## src/rtl/serial_adder_pkg.sv

```systemverilog
// ---------------------------------------------------------------------------
// serial_adder_pkg
//   Shared definitions for the bit-serial adder/subtractor:
//     - WIDTH_DEFAULT : default operand/result width
//     - state_e       : controller states (IDLE / RUN / DONE)
//     - idx_width()   : width of the bit-index counter for a given WIDTH
// ---------------------------------------------------------------------------
package serial_adder_pkg;

   localparam int unsigned WIDTH_DEFAULT = 8;

   typedef enum logic [1:0] {
      IDLE = 2'd0,
      RUN  = 2'd1,
      DONE = 2'd2
   } state_e;

   // Bit-index counter width; never narrower than one bit.
   function automatic int unsigned idx_width(input int unsigned w);
      return (w > 1) ? $clog2(w) : 1;
   endfunction

endpackage

```

## src/rtl/serial_adder_n_fa_cell.sv

```systemverilog
// ---------------------------------------------------------------------------
// fa_cell
//   Single-bit combinational full adder used for the per-bit serial step.
//   Ports:
//     a, b : operand bits
//     ci   : carry in
//     s    : sum bit
//     co   : carry out
// ---------------------------------------------------------------------------
module fa_cell (
   input  logic a,
   input  logic b,
   input  logic ci,
   output logic s,
   output logic co
);

   always_comb begin
      s  = a ^ b ^ ci;
      co = (a & b) | (a & ci) | (b & ci);
   end

endmodule

```

## src/rtl/serial_adder_n.sv

```systemverilog
// ---------------------------------------------------------------------------
// serial_adder_n
//   Bit-serial adder/subtractor. One bit per clock, LSB first, through a
//   single full-adder cell. sub=0 computes A+B+cin, sub=1 computes A-B
//   (B inverted with carry-in forced to 1).
//
//   Parameters:
//     WIDTH  : operand/result width (2..32)
//   Ports:
//     clk    : clock, rising edge
//     rst_n  : asynchronous active-low reset
//     start  : begin an operation (accepted in IDLE or DONE)
//     a, b   : operands, captured when start is accepted
//     cin    : carry-in for add (ignored when sub=1)
//     sub    : 0 = add, 1 = subtract
//     busy   : high during the WIDTH processing cycles
//     done   : one-cycle pulse when sum/cout/ovf are valid
//     sum    : result, held until the next operation completes
//     cout   : final carry-out (sub mode: 1 = no borrow)
//     ovf    : two's-complement overflow
//
//   Build option:
//     SERIAL_ADDER_OVF_EN : when defined, ovf = carry into MSB ^ carry out
//                           of MSB; otherwise ovf is tied to 0.
// ---------------------------------------------------------------------------
module serial_adder_n
   import serial_adder_pkg::*;
#(
   parameter int unsigned WIDTH = WIDTH_DEFAULT
) (
   input  logic             clk,
   input  logic             rst_n,
   input  logic             start,
   input  logic [WIDTH-1:0] a,
   input  logic [WIDTH-1:0] b,
   input  logic             cin,
   input  logic             sub,
   output logic             busy,
   output logic             done,
   output logic [WIDTH-1:0] sum,
   output logic             cout,
   output logic             ovf
);

   localparam int unsigned      IDX_W    = idx_width(WIDTH);
   localparam logic [IDX_W-1:0] LAST_IDX = IDX_W'(WIDTH - 1);

   state_e             state_q, state_d;
   logic [WIDTH-1:0]   a_q, a_d;
   logic [WIDTH-1:0]   b_q, b_d;
   logic               carry_q, carry_d;
   logic [IDX_W-1:0]   idx_q, idx_d;
   logic [WIDTH-2:0]   res_q, res_d;
   logic [WIDTH-1:0]   sum_q, sum_d;
   logic               cout_q, cout_d;
   logic               busy_q, busy_d;
   logic               done_q, done_d;
   logic               accept;
   logic               fa_s, fa_co;
   logic [WIDTH-1:0]   shift_w;
`ifdef SERIAL_ADDER_OVF_EN
   logic               ovf_q, ovf_d;
`endif

   fa_cell u_fa (
      .a  (a_q[0]),
      .b  (b_q[0]),
      .ci (carry_q),
      .s  (fa_s),
      .co (fa_co)
   );

   // Partial result: new sum bit enters at the MSB side. Only WIDTH-1 bits
   // are stored; the last bit goes straight into the output register.
   assign shift_w = {fa_s, res_q};
   assign accept  = start && ((state_q == IDLE) || (state_q == DONE));

   always_comb begin
      state_d = state_q;
      a_d     = a_q;
      b_d     = b_q;
      carry_d = carry_q;
      idx_d   = idx_q;
      res_d   = res_q;
      sum_d   = sum_q;
      cout_d  = cout_q;
      busy_d  = 1'b0;
      done_d  = 1'b0;
`ifdef SERIAL_ADDER_OVF_EN
      ovf_d   = ovf_q;
`endif

      if (accept) begin
         // Subtraction as A + ~B + 1.
         state_d = RUN;
         a_d     = a;
         b_d     = sub ? ~b : b;
         carry_d = sub ? 1'b1 : cin;
         idx_d   = '0;
         busy_d  = 1'b1;
      end else begin
         case (state_q)
            RUN: begin
               a_d     = a_q >> 1;
               b_d     = b_q >> 1;
               carry_d = fa_co;
               res_d   = shift_w[WIDTH-1:1];
               if (idx_q == LAST_IDX) begin
                  state_d = DONE;
                  done_d  = 1'b1;
                  sum_d   = shift_w;
                  cout_d  = fa_co;
`ifdef SERIAL_ADDER_OVF_EN
                  // carry_q is the carry into the MSB on the last step.
                  ovf_d   = carry_q ^ fa_co;
`endif
               end else begin
                  idx_d  = idx_q + IDX_W'(1);
                  busy_d = 1'b1;
               end
            end
            DONE:    state_d = IDLE;
            default: state_d = IDLE;
         endcase
      end
   end

   always_ff @(posedge clk or negedge rst_n) begin
      if (!rst_n) begin
         state_q <= IDLE;
         a_q     <= '0;
         b_q     <= '0;
         carry_q <= 1'b0;
         idx_q   <= '0;
         res_q   <= '0;
         sum_q   <= '0;
         cout_q  <= 1'b0;
         busy_q  <= 1'b0;
         done_q  <= 1'b0;
`ifdef SERIAL_ADDER_OVF_EN
         ovf_q   <= 1'b0;
`endif
      end else begin
         state_q <= state_d;
         a_q     <= a_d;
         b_q     <= b_d;
         carry_q <= carry_d;
         idx_q   <= idx_d;
         res_q   <= res_d;
         sum_q   <= sum_d;
         cout_q  <= cout_d;
         busy_q  <= busy_d;
         done_q  <= done_d;
`ifdef SERIAL_ADDER_OVF_EN
         ovf_q   <= ovf_d;
`endif
      end
   end

   assign busy = busy_q;
   assign done = done_q;
   assign sum  = sum_q;
   assign cout = cout_q;
`ifdef SERIAL_ADDER_OVF_EN
   assign ovf  = ovf_q;
`else
   assign ovf  = 1'b0;
`endif

endmodule
```

## config.mk

```make
export PLATFORM = sky130hd
export DESIGN_NAME = serial_adder_n
export DESIGN_NICKNAME = d
export VERILOG_FILES = /design/src/rtl/serial_adder_pkg.sv /design/src/rtl/serial_adder_n_fa_cell.sv /design/src/rtl/serial_adder_n.sv
export SDC_FILE = /design/constraint.sdc
export NUM_CORES = 1
export LEC_CHECK = 0
export BUFFER_PORTS_ARGS = -buffer_cell sky130_fd_sc_hd__clkbuf_2
export CAP_MARGIN = 25
export CORE_UTILIZATION = 45
export CTS_CLUSTER_DIAMETER = 60
export DETAILED_ROUTE_END_ITERATION = 12
export PLACE_DENSITY = 0.66
export SYNTH_ARGS = -nofsm -noshare
export SYNTH_HDL_FRONTEND = slang
export SYNTH_SLANG_ARGS = --single-unit
```

## constraint.sdc

```tcl
create_clock -name clk -period 2.05 [get_ports clk]
set_input_delay 0.3075 -clock clk [delete_from_list [all_inputs] [get_ports clk]]
set_output_delay 0.3075 -clock clk [all_outputs]
set_load 0.1 [all_outputs]
```

==> results.cfg <==
[layout]
post_route_cells_drive_above_1_share_pct = 25.9
area_growth_pct = 19.5
fill_cells = 326
nNetsFinal = 228
n_antenna_cell = 0
final_area_um2 = 2120

[critical_path]
cp_max_fo = 5
path_common_cell = ha_1
path_class = reg2reg
start_kind = flip-flop
cp.arrival_ns = 1.81
crit_required_ns = 2.19
r2r_setup_slack_ns = 0.38
cp_slowest_stage_delay_ns = 0.52
endpoint_kind = flip-flop
path_cells = ha_1, ha_1, nor3b_1, o21ai_0
crit_path_top_delay_cell = nor3b_1

[sta]
fin_ws_ns = 0.380
max_freq_mhz = 599
setup_viol = 0
tightest_slew_ns = 0.864
relSlewSlack_pct = 42.4
grt_setup_unrepaired = false
report.final.slew_viol_count = 0
final-hold-violation-count = 0
period_minus_slack_ns = 1.67
fin_setup_tns_ns = 0
fin_crit_sh_pct = 81.5
fin_skew_ns = 0.0107

[clocking]
clock_path_buffers = 2
clk_pin_slew_ns = 0.08
cts-root-buf = clkbuf_8
cts_tree = done
htreeDepth = 2
tritoncts.num_buffers = 5
cts.sinks = 40
cts_setup_buffers = 0
clk_latency_ns = 0.29

[die]
rows = 22
io_pins = 33
die_x_um = 64.8
initial_core_util_pct = 47.8
dieArea_um2 = 4200
die_h_um = 64.8
coreArea_um2 = 3720

[pwr]
p_leak_nw = 1.11
ir_drop_mv = 0.673
power_density_nw_per_um2 = 1900

[job]
maxCapViolations = 0

[placement]
place_ws_ns = 0.388
placed_area_um2 = 1950
place_hpwl_um = 2420
port_buffers = 31
place.gp.congestion = 0.793

[routing]
wl_um = 3360
drt_iter0_drc = 70
drc_errors = 0
wire_per_inst_um = 13.3
ant_nets = 0
viasPerCell = 5.04
drt_first_pass_iters = 5
vias = 1275

[logic_synthesis]
yosys_warnings = 0
synth.cell_area_um2 = 1780
syn_avg_cell_area_um2 = 10.3
synth_top_cell_area_share_pct = 56.3
synth_seq_cells = 40
yosysSeqAreaShare_pct = 56.3
syn_inst = 173
synth_cell_type_count = 26
syn_nets = 197
yosysTopAreaCell = dfrtp_1
netlist_top_cells_area = dfrtp_1, nand2_1, mux2_4

[global_routing]
antenna_found_initial = 0
first_global_vias = 1225
grt_max_degree = 24
grt_pass1_wl_um = 5750
grtUsageTotal_pct = 18.0
overflow = 0

[min_path]
min_path_type = in2reg

[outcome]
run_status = completed
-- final timing paths --
kind                                      start              endpoint  depth (start not counted)
max in group asynchronous                 rst_n    a_q[7]$_DFFE_PN0P_                          3
min                                        a[0]    a_q[0]$_DFFE_PN0P_                          3
min reg2reg                res_q[0]$_DFFE_PN0P_  res_q[0]$_DFFE_PN0P_                          2
max reg2reg                idx_q[0]$_DFFE_PN0P_  idx_q[2]$_DFFE_PN0P_                          4
min in group asynchronous                 rst_n  res_q[1]$_DFFE_PN0P_                          2
max                        idx_q[0]$_DFFE_PN0P_  idx_q[2]$_DFFE_PN0P_                          4
-- state kept, by name, indices dropped and copies added, names as in the netlist, 2 cells and up --
| name | flops |
|---|---|
| res_q | 7 |
| sum | 8 |
| b_q | 8 |
| state_q | 2 |
| a_q | 8 |
| idx_q | 3 |
-- logic make-up (layout without fill, tap and decap cells) --
logic type               Yosys count  in the layout  share of synthesized area, %
AND/OR/NAND/NOR                   76             76                          17.1
adder cells (fa/ha/maj)            3              3                          2.54
flip-flops                        40             40                          56.3
AO/OA/AOI/OAI                     21             21                          7.68
other                              1              1                         0.211
buffers and inverters             14             46                          4.23
multiplexers                      10             10                          7.96
XOR/XNOR                           8              8                          3.94
-- cell usage after synthesis --
cell	n
buf_4	2
dfrtp_1	40
mux2_4	8
nor2b_1	1
a221o_1	1
nand3_1	1
ha_1	2
buf_2	6
o21ai_0	4
conb_1	1
nor2_1	16
nand2_2	1
nand2b_1	2
clkbuf_1	3
and2b_1	1
fa_1	1
inv_1	2
nor3b_1	1
mux2i_1	1
a22o_1	2
a22oi_1	1
a31oi_1	13
buf_6	1
xor2_1	8
nand2_1	53
mux2_2	1
-- where the power goes --
| group | internal, mW | total [mW] | switching, mW |
|---|---|---|---|
| logic | 0.515 | 1.77 | 1.26 |
| registers | 1.15 | 1.38 | 0.230 |
| clock network | 0.609 | 0.878 | 0.270 |
| total | 2.28 | 4.04 | 1.76 |
-- cells in the final DEF (no fill, tap or decap) --
master | synthesis | routed
a221o_1 | 1 | 1
a22o_1 | 2 | 2
a22oi_1 | 1 | 1
a31oi_1 | 13 | 13
and2b_1 | 1 | 1
buf_4 | 2 | 4
bufinv_16 | 0 | 3
clkbuf_2 | 0 | 31
clkbuf_8 | 0 | 5
conb_1 | 1 | 1
dfrtp_1 | 40 | 40
dlygate4sd3_1 | 0 | 1
fa_1 | 1 | 1
ha_1 | 2 | 2
inv_1 | 2 | 2
mux2_2 | 1 | 1
mux2_4 | 8 | 8
mux2i_1 | 1 | 1
nand2_1 | 53 | 53
nand2_2 | 1 | 1
nand2b_1 | 2 | 2
nand3_1 | 1 | 1
nor2_1 | 16 | 16
nor2b_1 | 1 | 1
nor3b_1 | 1 | 1
o21ai_0 | 4 | 4
xor2_1 | 8 | 8
-- worst max-delay path, delay by kind of cell, from the launching register on --
kind / cells / cell delay (ns)
DFF: 1 / 0.40
adders and majority gates: 2 / 0.43
and+or+nand+nor: 1 / 0.52
AOI/OAI and AO/OA: 1 / 0.18
-- metal layers --
metal | vias up | global-route usage (%) | share of wire (%)
met1 | 616 | 23.8 | 46
li1 | 621 | - | -
met2 | 36 | 29.6 | 50
met3 | 2 | 3.52 | 3.9
met4 | 0 | 5.83 | 0.48
met5 | - | 0 | 0
-- metrics by stage --
stage / power [mW] / utilization (%) / hold slack [ns] / cells
after floorplan: 2.85 / - / 0.0119 / 173
after global placement: 3.10 / 52.6 / 0.185 / 244
after detailed placement: 3.18 / 52.6 / 0.198 / 244
after CTS: 4.06 / 57.1 / 0.246 / 253
after global routing: 4.31 / 57.1 / 0.248 / 253
final: 4.04 / 57.1 / 0.251 / 253
-- cell type report --
class,count,area (um2),share of cell area (%)
clock inverters,3,90.1,4.24
flip-flops and latches,40,1000,47.1
inverters,2,7.51,0.354
clock buffers,5,68.8,3.24
well taps,48,60.1,2.83
multi-input cells,119,701,33.0
repair buffers,36,195,9.19
-- timing repair --
| action | 4_1_cts | 5_1_grt |
|---|---|---|
| gates resized for setup | 0 | 0 |
| hold buffers | 1 | 0 |
| hold endpoints to repair | 9 | 0 |
(Power assumes the default switching activity.)
